<file path="src/rtl/cla_nibble_serial_adder.sv">
// ----------------------------------------------------------------------------
// cla_nibble_serial_adder: WIDTH-bit adder that reuses one 4-bit CLA per cycle
// Revision: 1.0
// ----------------------------------------------------------------------------
`default_nettype none

module cla_4_bit_adder (
  input  logic [3:0] a,
  input  logic [3:0] b,
  input  logic       cin,
  output logic [3:0] s,
  output logic       cout,
  output logic       p,
  output logic       g
);
  logic [3:0] w_g;
  logic [3:0] w_p;
  logic [4:0] w_c;

  assign w_g    = a & b;
  assign w_p    = a ^ b;
  assign w_c[0] = cin;
  assign w_c[1] = w_g[0] | (w_p[0] & cin);
  assign w_c[2] = w_g[1] | (w_p[1] & w_g[0]) | (w_p[1] & w_p[0] & cin);
  assign w_c[3] = w_g[2] | (w_p[2] & w_g[1]) | (w_p[2] & w_p[1] & w_g[0])
                | (w_p[2] & w_p[1] & w_p[0] & cin);
  assign w_c[4] = w_g[3] | (w_p[3] & w_g[2]) | (w_p[3] & w_p[2] & w_g[1])
                | (w_p[3] & w_p[2] & w_p[1] & w_g[0])
                | (w_p[3] & w_p[2] & w_p[1] & w_p[0] & cin);

  assign s    = w_p ^ w_c[3:0];
  assign cout = w_c[4];
  assign p    = &w_p;
  assign g    = w_g[3] | (w_p[3] & w_g[2]) | (w_p[3] & w_p[2] & w_g[1])
              | (w_p[3] & w_p[2] & w_p[1] & w_g[0]);
endmodule

module cla_nibble_serial_adder #(
  parameter int WIDTH = 16
) (
  input  logic             clk,
  input  logic             rst_n,
  input  logic             in_valid,
  output logic             in_ready,
  input  logic [WIDTH-1:0] a,
  input  logic [WIDTH-1:0] b,
  input  logic             cin,
  output logic             out_valid,
  input  logic             out_ready,
  output logic [WIDTH-1:0] sum,
  output logic             cout,
  output logic             ovf
);
  localparam int N    = WIDTH / 4;
  localparam int IDXW = (N > 1) ? $clog2(N) : 1;
  localparam logic [IDXW-1:0] LAST_IDX = IDXW'(N - 1);

  generate
    if ((WIDTH < 4) || ((WIDTH % 4) != 0)) begin : g_bad_width
      $error("cla_nibble_serial_adder: WIDTH must be a multiple of 4 and >= 4");
    end
  endgenerate

  typedef enum logic [1:0] {
    IDLE = 2'd0,
    RUN  = 2'd1,
    DONE = 2'd2
  } state_t;

  state_t            state_q, state_d;
  logic [IDXW-1:0]   idx_q, idx_d;
  logic              carry_q, carry_d;
  logic [WIDTH-1:0]  a_sh_q, a_sh_d;
  logic [WIDTH-1:0]  b_sh_q, b_sh_d;
  logic [WIDTH-1:0]  sum_q, sum_d;
  logic              cout_q, cout_d;
  logic              ovf_q, ovf_d;

  logic [3:0] cla_a;
  logic [3:0] cla_b;
  logic [3:0] cla_s;
  logic       cla_cout;

  always_comb begin
    cla_a = '0;
    cla_b = '0;
    for (int k = 0; k < N; k++) begin
      if (idx_q == IDXW'(k)) begin
        cla_a = a_sh_q[4*k +: 4];
        cla_b = b_sh_q[4*k +: 4];
      end
    end
  end

  cla_4_bit_adder u_cla (
    .a    (cla_a),
    .b    (cla_b),
    .cin  (carry_q),
    .s    (cla_s),
    .cout (cla_cout),
    .p    (),
    .g    ()
  );

  always_comb begin
    state_d   = state_q;
    idx_d     = idx_q;
    carry_d   = carry_q;
    a_sh_d    = a_sh_q;
    b_sh_d    = b_sh_q;
    sum_d     = sum_q;
    cout_d    = cout_q;
    ovf_d     = ovf_q;
    in_ready  = (state_q == IDLE) && rst_n;
    out_valid = (state_q == DONE);

    case (state_q)
      IDLE: begin
        if (in_valid && in_ready) begin
          a_sh_d  = a;
          b_sh_d  = b;
          carry_d = cin;
          idx_d   = '0;
          state_d = RUN;
        end
      end
      RUN: begin
        for (int k = 0; k < N; k++) begin
          if (idx_q == IDXW'(k)) begin
            sum_d[4*k +: 4] = cla_s;
          end
        end
        carry_d = cla_cout;
        if (idx_q == LAST_IDX) begin
          // Carry into the MSB recovered from its sum bit: c = s ^ a ^ b.
          cout_d  = cla_cout;
          ovf_d   = cla_cout ^ (a_sh_q[WIDTH-1] ^ b_sh_q[WIDTH-1] ^ cla_s[3]);
          idx_d   = '0;
          state_d = DONE;
        end else begin
          idx_d = idx_q + 1'b1;
        end
      end
      DONE: begin
        if (out_ready) begin
          state_d = IDLE;
        end
      end
      default: state_d = IDLE;
    endcase
  end

  always_ff @(posedge clk or negedge rst_n) begin
    if (!rst_n) begin
      state_q <= IDLE;
      idx_q   <= '0;
      carry_q <= 1'b0;
      a_sh_q  <= '0;
      b_sh_q  <= '0;
      sum_q   <= '0;
      cout_q  <= 1'b0;
      ovf_q   <= 1'b0;
    end else begin
      state_q <= state_d;
      idx_q   <= idx_d;
      carry_q <= carry_d;
      a_sh_q  <= a_sh_d;
      b_sh_q  <= b_sh_d;
      sum_q   <= sum_d;
      cout_q  <= cout_d;
      ovf_q   <= ovf_d;
    end
  end

  assign sum  = sum_q;
  assign cout = cout_q;
  assign ovf  = ovf_q;
endmodule

`default_nettype wire

</file>
<file path="config.mk">
export PLATFORM = sky130hd
export DESIGN_NAME = cla_nibble_serial_adder
export DESIGN_NICKNAME = d
export VERILOG_FILES = /design/src/rtl/cla_nibble_serial_adder.sv
export SDC_FILE = /design/constraint.sdc
export NUM_CORES = 1
export LEC_CHECK = 0
export ABC_AREA = 1
export CAP_MARGIN = 30
export CORE_UTILIZATION = 45
export DETAILED_ROUTE_END_ITERATION = 8
export GPL_TIMING_DRIVEN = 0
export PLACE_DENSITY = 0.84
export REMOVE_ABC_BUFFERS = 1
export SYNTH_ARGS = -nofsm -noshare
export SYNTH_HDL_FRONTEND = slang
export SYNTH_SLANG_ARGS = --single-unit
</file>
<file path="constraint.sdc">
create_clock -name clk -period 2.8 [get_ports clk]
set_input_delay 0.28 -clock clk [delete_from_list [all_inputs] [get_ports clk]]
set_output_delay 0.28 -clock clk [all_outputs]
set_load 0.005 [all_outputs]
</file>
Yosys cells after proc, flatten, opt, wreduce, memory -nomap -nowiden
Index checks and enable logic that the tools add are counted.
{ "word_totals": {"ff_bits": 55, "input_bits": 37, "out_inout_bits": 20, "word_cells": 81} }
{ "op_classes": {"addsub": 1, "eq_ne": 8, "mux": 17, "n_bitwise": 32, "reduce_logical": 12} }
{ "op_table": {"columns": ["op", "count"], "rows": [
  ["2-to-1 mux 4 bit", 8],
  ["AND 1 bit", 16],
  ["AND reduction 2 bit", 6],
  ["2-to-1 mux 2 bit", 5],
  ["OR 1 bit", 10],
  ["bitwise XOR 4 bit", 2],
  ["== test 2 bit (second input constant)", 3],
  ["case mux 2 bit (3 select lines)", 1],
  ["AND 4 bit", 1],
  ["== test 2 x 1 -> 1 bit (second input constant)", 2],
  ["logical NOT 2 bit", 2],
  ["inequality test 2 x 1 -> 1 bit (second input constant)", 2],
  ["case mux 2 bit (2 select lines)", 1],
  ["AND reduction 3 bit", 1],
  ["bitwise XOR 1 bit", 3],
  ["adder 2 x 1 -> 2 bit (second input constant)", 1],
  ["logical AND 1 bit", 2],
  ["inequality test 2 bit (second input constant)", 1],
  ["case mux 1 bit (2 select lines)", 1],
  ["nonzero test 2 bit", 1],
  ["2-to-1 mux 1 bit", 1]
]} }

Logic depth before layout (Yosys ltp)
{ "depth": {"ltp_word": 13, "depth_mapped": 21, "depth_no_buf": 20} }

Hierarchy
Synthesis repeated with hierarchy kept, for this count alone.
{ "unflattened": {"hier_cells": 341, "hier_area_um2": 2795.2} }
{ "modules_own_cells": {"columns": ["mod", "n_inst", "cells_per_inst", "area_each_um2", "seq_area_each_um2"], "rows": [
  ["cla_nibble_serial_adder", 1, 303, 2568.7, 1376.3],
  ["cla_4_bit_adder", 1, 38, 226.5, 0.0]
]} }

Least setup slack after synthesis
Ideal clock, no wire load.
{ "synth_timing": {"kind": "register -> register", "start": "register idx_q[1]", "end": "register ovf_q, in the netlist ovf", "setup_ns": 0.117, "arrival_time_ns": 2.400, "required_ns": 2.683, "path_slack_ns": 0.282, "path_stages_with_launch": 19, "path_buffers": 1, "period_less_slack_ns": 2.518, "cell_sequence": "dfrtp_1 inv_1 ha_1 buf_2 inv_1 nand2_1 inv_1 a22oi_1 nand2_1 o21ai_0 a21oi_1 ha_1 or2_0 nand2_1 nand2_1 a21oi_1 nand3_1 nand3_1 nand2_1"} }
{ "synth_between": {"elab_chain_len": 13, "elab_cells_between_ends": 37, "classes_between": "eq/ne: 3; mux: 8; bitwise: 24; reduce/logical: 2"} }
{ "synth_rtl": {"columns": ["item", "line_no", "source"], "rows": [
  ["from (decl)", "71", "logic [IDXW-1:0] idx_q, idx_d;"],
  ["from (signal assigned)", "165", "idx_q <= idx_d;"],
  ["logical NOT 2 bit", "88", "if (idx_q == IDXW'(k)) begin"],
  ["2-to-1 mux 4 bit (4 in series)", "88", null],
  ["bitwise XOR 4 bit / AND 4 bit (equally long branches)", "21, 20", null],
  ["AND 1 bit (on tied branches)", "25, 26", null],
  ["OR 1 bit (tied with other cells)", "25", "assign w_c[3] = w_g[2] | (w_p[2] & w_g[1]) | (w_p[2] & w_p[1] & w_g[0])"],
  ["OR 1 bit / AND 1 bit (equally long branches)", "25, 26", null],
  ["OR 1 bit", "26", "| (w_p[2] & w_p[1] & w_p[0] & cin);"],
  ["bitwise XOR 4 bit", "31", "assign s = w_p ^ w_c[3:0];"],
  ["bitwise XOR 1 bit (2 in series)", "137", "ovf_d = cla_cout ^ (a_sh_q[WIDTH-1] ^ b_sh_q[WIDTH-1] ^ cla_s[3]);"],
  ["to (signal assigned)", "171", "ovf_q <= ovf_d;"],
  ["to (decl)", "77", "logic ovf_q, ovf_d;"]
]} }
Parallel ways exist; a longest one is shown, timed or not.
A chain may end at the register's enable or synchronous reset.

Final worst setup path
{ "layout_timing": {"start": "register idx_q[0]", "end": "register ovf_q, in the netlist ovf"} }
Same word-level chain as after synthesis.

==> run_results.csv <==
group,metric,value,unit
sta,hold_viol,0,
min_path,hold_end,"sum[13]$_DFFE_PN0P_",
synthesis,yosysSeqAreaShare,51.3,%
cts,clock_path_buffers,2,
placed_design,post-place-ws,-0.174,ns
sta,worstMarginPinSlew,0.621,ns
synthesis,synth.area.mux_share,17.5,%
grt,grt_start_max_net_pins,37,
worst_setup_path,cp_cell_sequence,"inv_2 -> ha_1 -> nand2_1 -> inv_2 -> a22oi_1 -> nand2_1 -> o21ai_0 -> a21oi_1 -> ha_1 -> buf_4 -> nand4_1 -> nand2_2 -> a21oi_4 -> nand3_1 -> nand3_1 -> nand2_1",
final_layout,nFillCells,452,
synthesis,synth_compound_area_share,8.30,%
grt,grt_usage,19.8,%
floorplan,die_h,79.2,µm
worst_setup_path,r2r_cells,16,
cts,cts_tree,"yes",
worst_setup_path,cpPeakStageDelay,0.46,ns
final_layout,synthToLayoutAreaGrowth,30.3,%
power_and_ir_drop,clkPwrFrac,10.0,%
worst_setup_path,worst-r2r-setup-slack,0.16,ns
routing,routed_wl,5870,µm
placed_design,dpl.hpwl,4010,µm
synthesis,syn-instance-count,244,
cts,clock-sinks,55,
synthesis,synth-xor-area-share,0.979,%
grt,grt_pass1_wl,9570,µm
cts,root_buffer,"clkbuf_8",
worst_setup_path,cp_num_buf_inv,3,
placed_design,placed_area,3290,µm²
power_and_ir_drop,intPower,2.77,mW
min_path,hp-start,"sum[13]$_DFFE_PN0P_",
synthesis,yosys.area_share.adder,4.48,%
routing,avgRoutedWirePerCell,15.4,µm
worst_setup_path,crit_arrival,2.85,ns
placed_design,dpl.cell_count,366,
final_layout,final_cell_mix,"55 x clkdlybuf4s50_1, 54 x dfrtp_1, 50 x nand2_1, 26 x mux2_4, 22 x o21ai_0",
sta,max-slew-margin-rel,58.6,%
worst_setup_path,end_kind,"flip-flop",
grt,overflow,0,
power_and_ir_drop,swShare,42.3,%
routing,viasPerCell,5.23,
worst_setup_path,crit_type,"reg2reg",
routing,drtAntennaViolNets,0,
synthesis,ys_ff_latch,55,
flow_run,cap_viol_max_count,0,
sta,worst_slack,0.163,ns
synthesis,synthSimpleGateAreaFrac,13.1,%
floorplan,rows,27,
power_and_ir_drop,p_switching,2.03,mW
floorplan,dieWidth,79.2,µm
sta,fin_crit_sh,94.2,%
final_layout,final_cells,381,
sta,fin_crit,2.64,ns
placed_design,port_buffers,56,
cts,clk_transition_reported_paths,0.10,ns
sta,setup_violations,0,
final_layout,num_antenna_cells,0,
worst_setup_path,required,3.01,ns
grt,antenna_found_initial,0,
worst_setup_path,crit_fanout,8,
floorplan,start_util,47.5,%
placed_design,gp_congestion,0.750,
floorplan,core-area,5640,µm²
power_and_ir_drop,leakagePower,1.66,nW
routing,firstDrtPassIters,4,
worst_setup_path,worstSetupStartpointType,"flip-flop",
sta,drv_slew,0,
final_layout,layout-drive-gt1-share,21.7,%
floorplan,ioPinCount,57,
power_and_ir_drop,share_comb_of_total_power,59.7,%
cts,htreeDepth,2,
synthesis,avgSynthCellArea,11.0,µm²
routing,vias,1993,
synthesis,synth_top_family_by_area,"multiplexers",
sta,fin_skew,0.00999,ns
sta,clock.fmax,379,MHz
final_layout,final_common_cell,"clkdlybuf4s50_1",
floorplan,die_area,6270,µm²
min_path,min_path_type,"reg2reg",
power_and_ir_drop,ir_drop,678,µV
power_and_ir_drop,p_per_area,1370,nW/µm²
synthesis,yosysWarnings,0,
synthesis,syn_area,2680,µm²
worst_setup_path,r2r_end,"ovf$_DFFE_PN0P_",
status,outcome,"completed",
worst_setup_path,r2r-start,"idx_q[0]$_DFFE_PN0P_",
min_path,hold_depth,2,
routing,drc,0,
worst_setup_path,critPathSlowestCell,"dfrtp_2",
cts,worstSkewPairLatency,0.31,ns
power_and_ir_drop,seq_power_share,30.4,%
final_layout,fin_area,3500,µm²
final_layout,layout.nets,354,
worst_setup_path,crit_family,"simple AND/OR/NAND/NOR gates",
grt,first_global_vias,2010,
worst_setup_path,path_common_cell,"nand2_1",
synthesis,synth.distinct_cells,26,
routing,drtIter0Drc,163,
cts,cts_buffers,5,
## area by class of cell
| cell class | count | area [µm²] | area share (%) |
|---|---|---|---|
| clock buffer | 6 | 82.6 | 2.36 |
| clock inverter | 2 | 16.3 | 0.465 |
| inverter | 16 | 63.8 | 1.83 |
| multi-input combinational | 166 | 1230 | 35.3 |
| sequential | 55 | 1380 | 39.4 |
| tap | 72 | 90.1 | 2.58 |
| timing repair buffer | 63 | 623 | 17.8 |
| timing repair inverter | 1 | 7.51 | 0.215 |
## through the flow
stage / utilization, % / TNS (ns) / power, mW / hold slack [ns]
detailed placement: 58.3 / -0.476 / 3.87 / 0.303
global placement: 58.1 / -46.34 / 3.75 / 0.463
finish: 62.0 / 0 / 4.79 / 0.483
global route: 62.0 / -0.0404 / 5.13 / 0.513
floorplan: - / 0 / 3.07 / -0.0156
CTS: 60.9 / -0.0245 / 4.50 / 0.487
## cell usage after synthesis (all sizes together)
library cell / number / area share [%]
a21oi: 9 / 1.7
nand3b: 1 / 0.28
o211ai: 1 / 0.28
ha: 8 / 3.7
buf: 5 / 1.9
clkbuf: 2 / 0.28
fa: 1 / 0.75
o31ai: 1 / 0.28
xor2: 1 / 0.33
o21ai: 25 / 4.7
or2: 1 / 0.23
nor3b: 1 / 0.70
dfrtp: 55 / 51
xnor2: 2 / 0.65
nor2: 11 / 1.7
nand4: 1 / 0.23
nand2: 54 / 7.8
inv: 16 / 2.2
nand3: 11 / 2.1
a22oi: 5 / 1.4
mux2: 33 / 17
## tightest hold or removal path, cell delays in order (launching register included)
cell and delay [ns]:
dfrtp_1 0.36, nand2_1 0.05, nand2_1 0.05
## worst max path at each step
stage	from	end	cells after the start
final	idx_q[0]$_DFFE_PN0P_	ovf$_DFFE_PN0P_	16
after global routing	idx_q[0]$_DFFE_PN0P_	ovf$_DFFE_PN0P_	16
after CTS	idx_q[1]$_DFFE_PN0P_	ovf$_DFFE_PN0P_	17
after detailed placement	idx_q[1]$_DFFE_PN0P_	ovf$_DFFE_PN0P_	17
after global placement	rst_n	a_sh_q[12]$_DFFE_PN0P_	4
after floorplan	idx_q[1]$_DFFE_PN0P_	ovf$_DFFE_PN0P_	17
## power by group through the flow
stage | sequential (mW) | clock (mW) | combinational, mW
after floorplan | 1.39 | 0 | 1.68
after global placement | 1.43 | 0 | 2.32
after detailed placement | 1.45 | 0 | 2.42
after CTS | 1.45 | 0.482 | 2.57
after global routing | 1.50 | 0.510 | 3.12
final | 1.46 | 0.477 | 2.86
## per-layer routing
| layer | GRT usage (%) | part of all wire, % |
|---|---|---|
| met3 | 3.68 | 4.2 |
| met1 | 24.2 | 43 |
| met4 | 3.45 | 0.73 |
| met5 | 0 | 0 |
| met2 | 36.4 | 52 |
## state kept, by name (all words and copies together) (netlist names)
register,count
state_q,2
ovf,1
carry_q,1
a_sh_q,16
b_sh_q,16
cout,1
idx_q,2
sum,16
## kinds of logic (layout without fill, tap and decap cells)
group	Yosys count	after routing
adder cells (fa/ha/maj)	9	9
AO/OA/AOI/OAI	41	41
flip-flops	55	55
buffers and inverters	23	88
XOR/XNOR	3	3
multiplexers	33	33
AND/OR/NAND/NOR	80	80
## what timing repair did
item / 4_1_cts / 5_1_grt
setup buffers: 1 / 4
pin swaps: 0 / 6
cloned: 0 / 1
gates resized for setup: 7 / 12
hold buffers: 1 / 0
endpoints found under the hold margin: 23 / 0
endpoints found under the setup margin: 12 / 11
No activity file was read; power rests on OpenSTA's default activity.
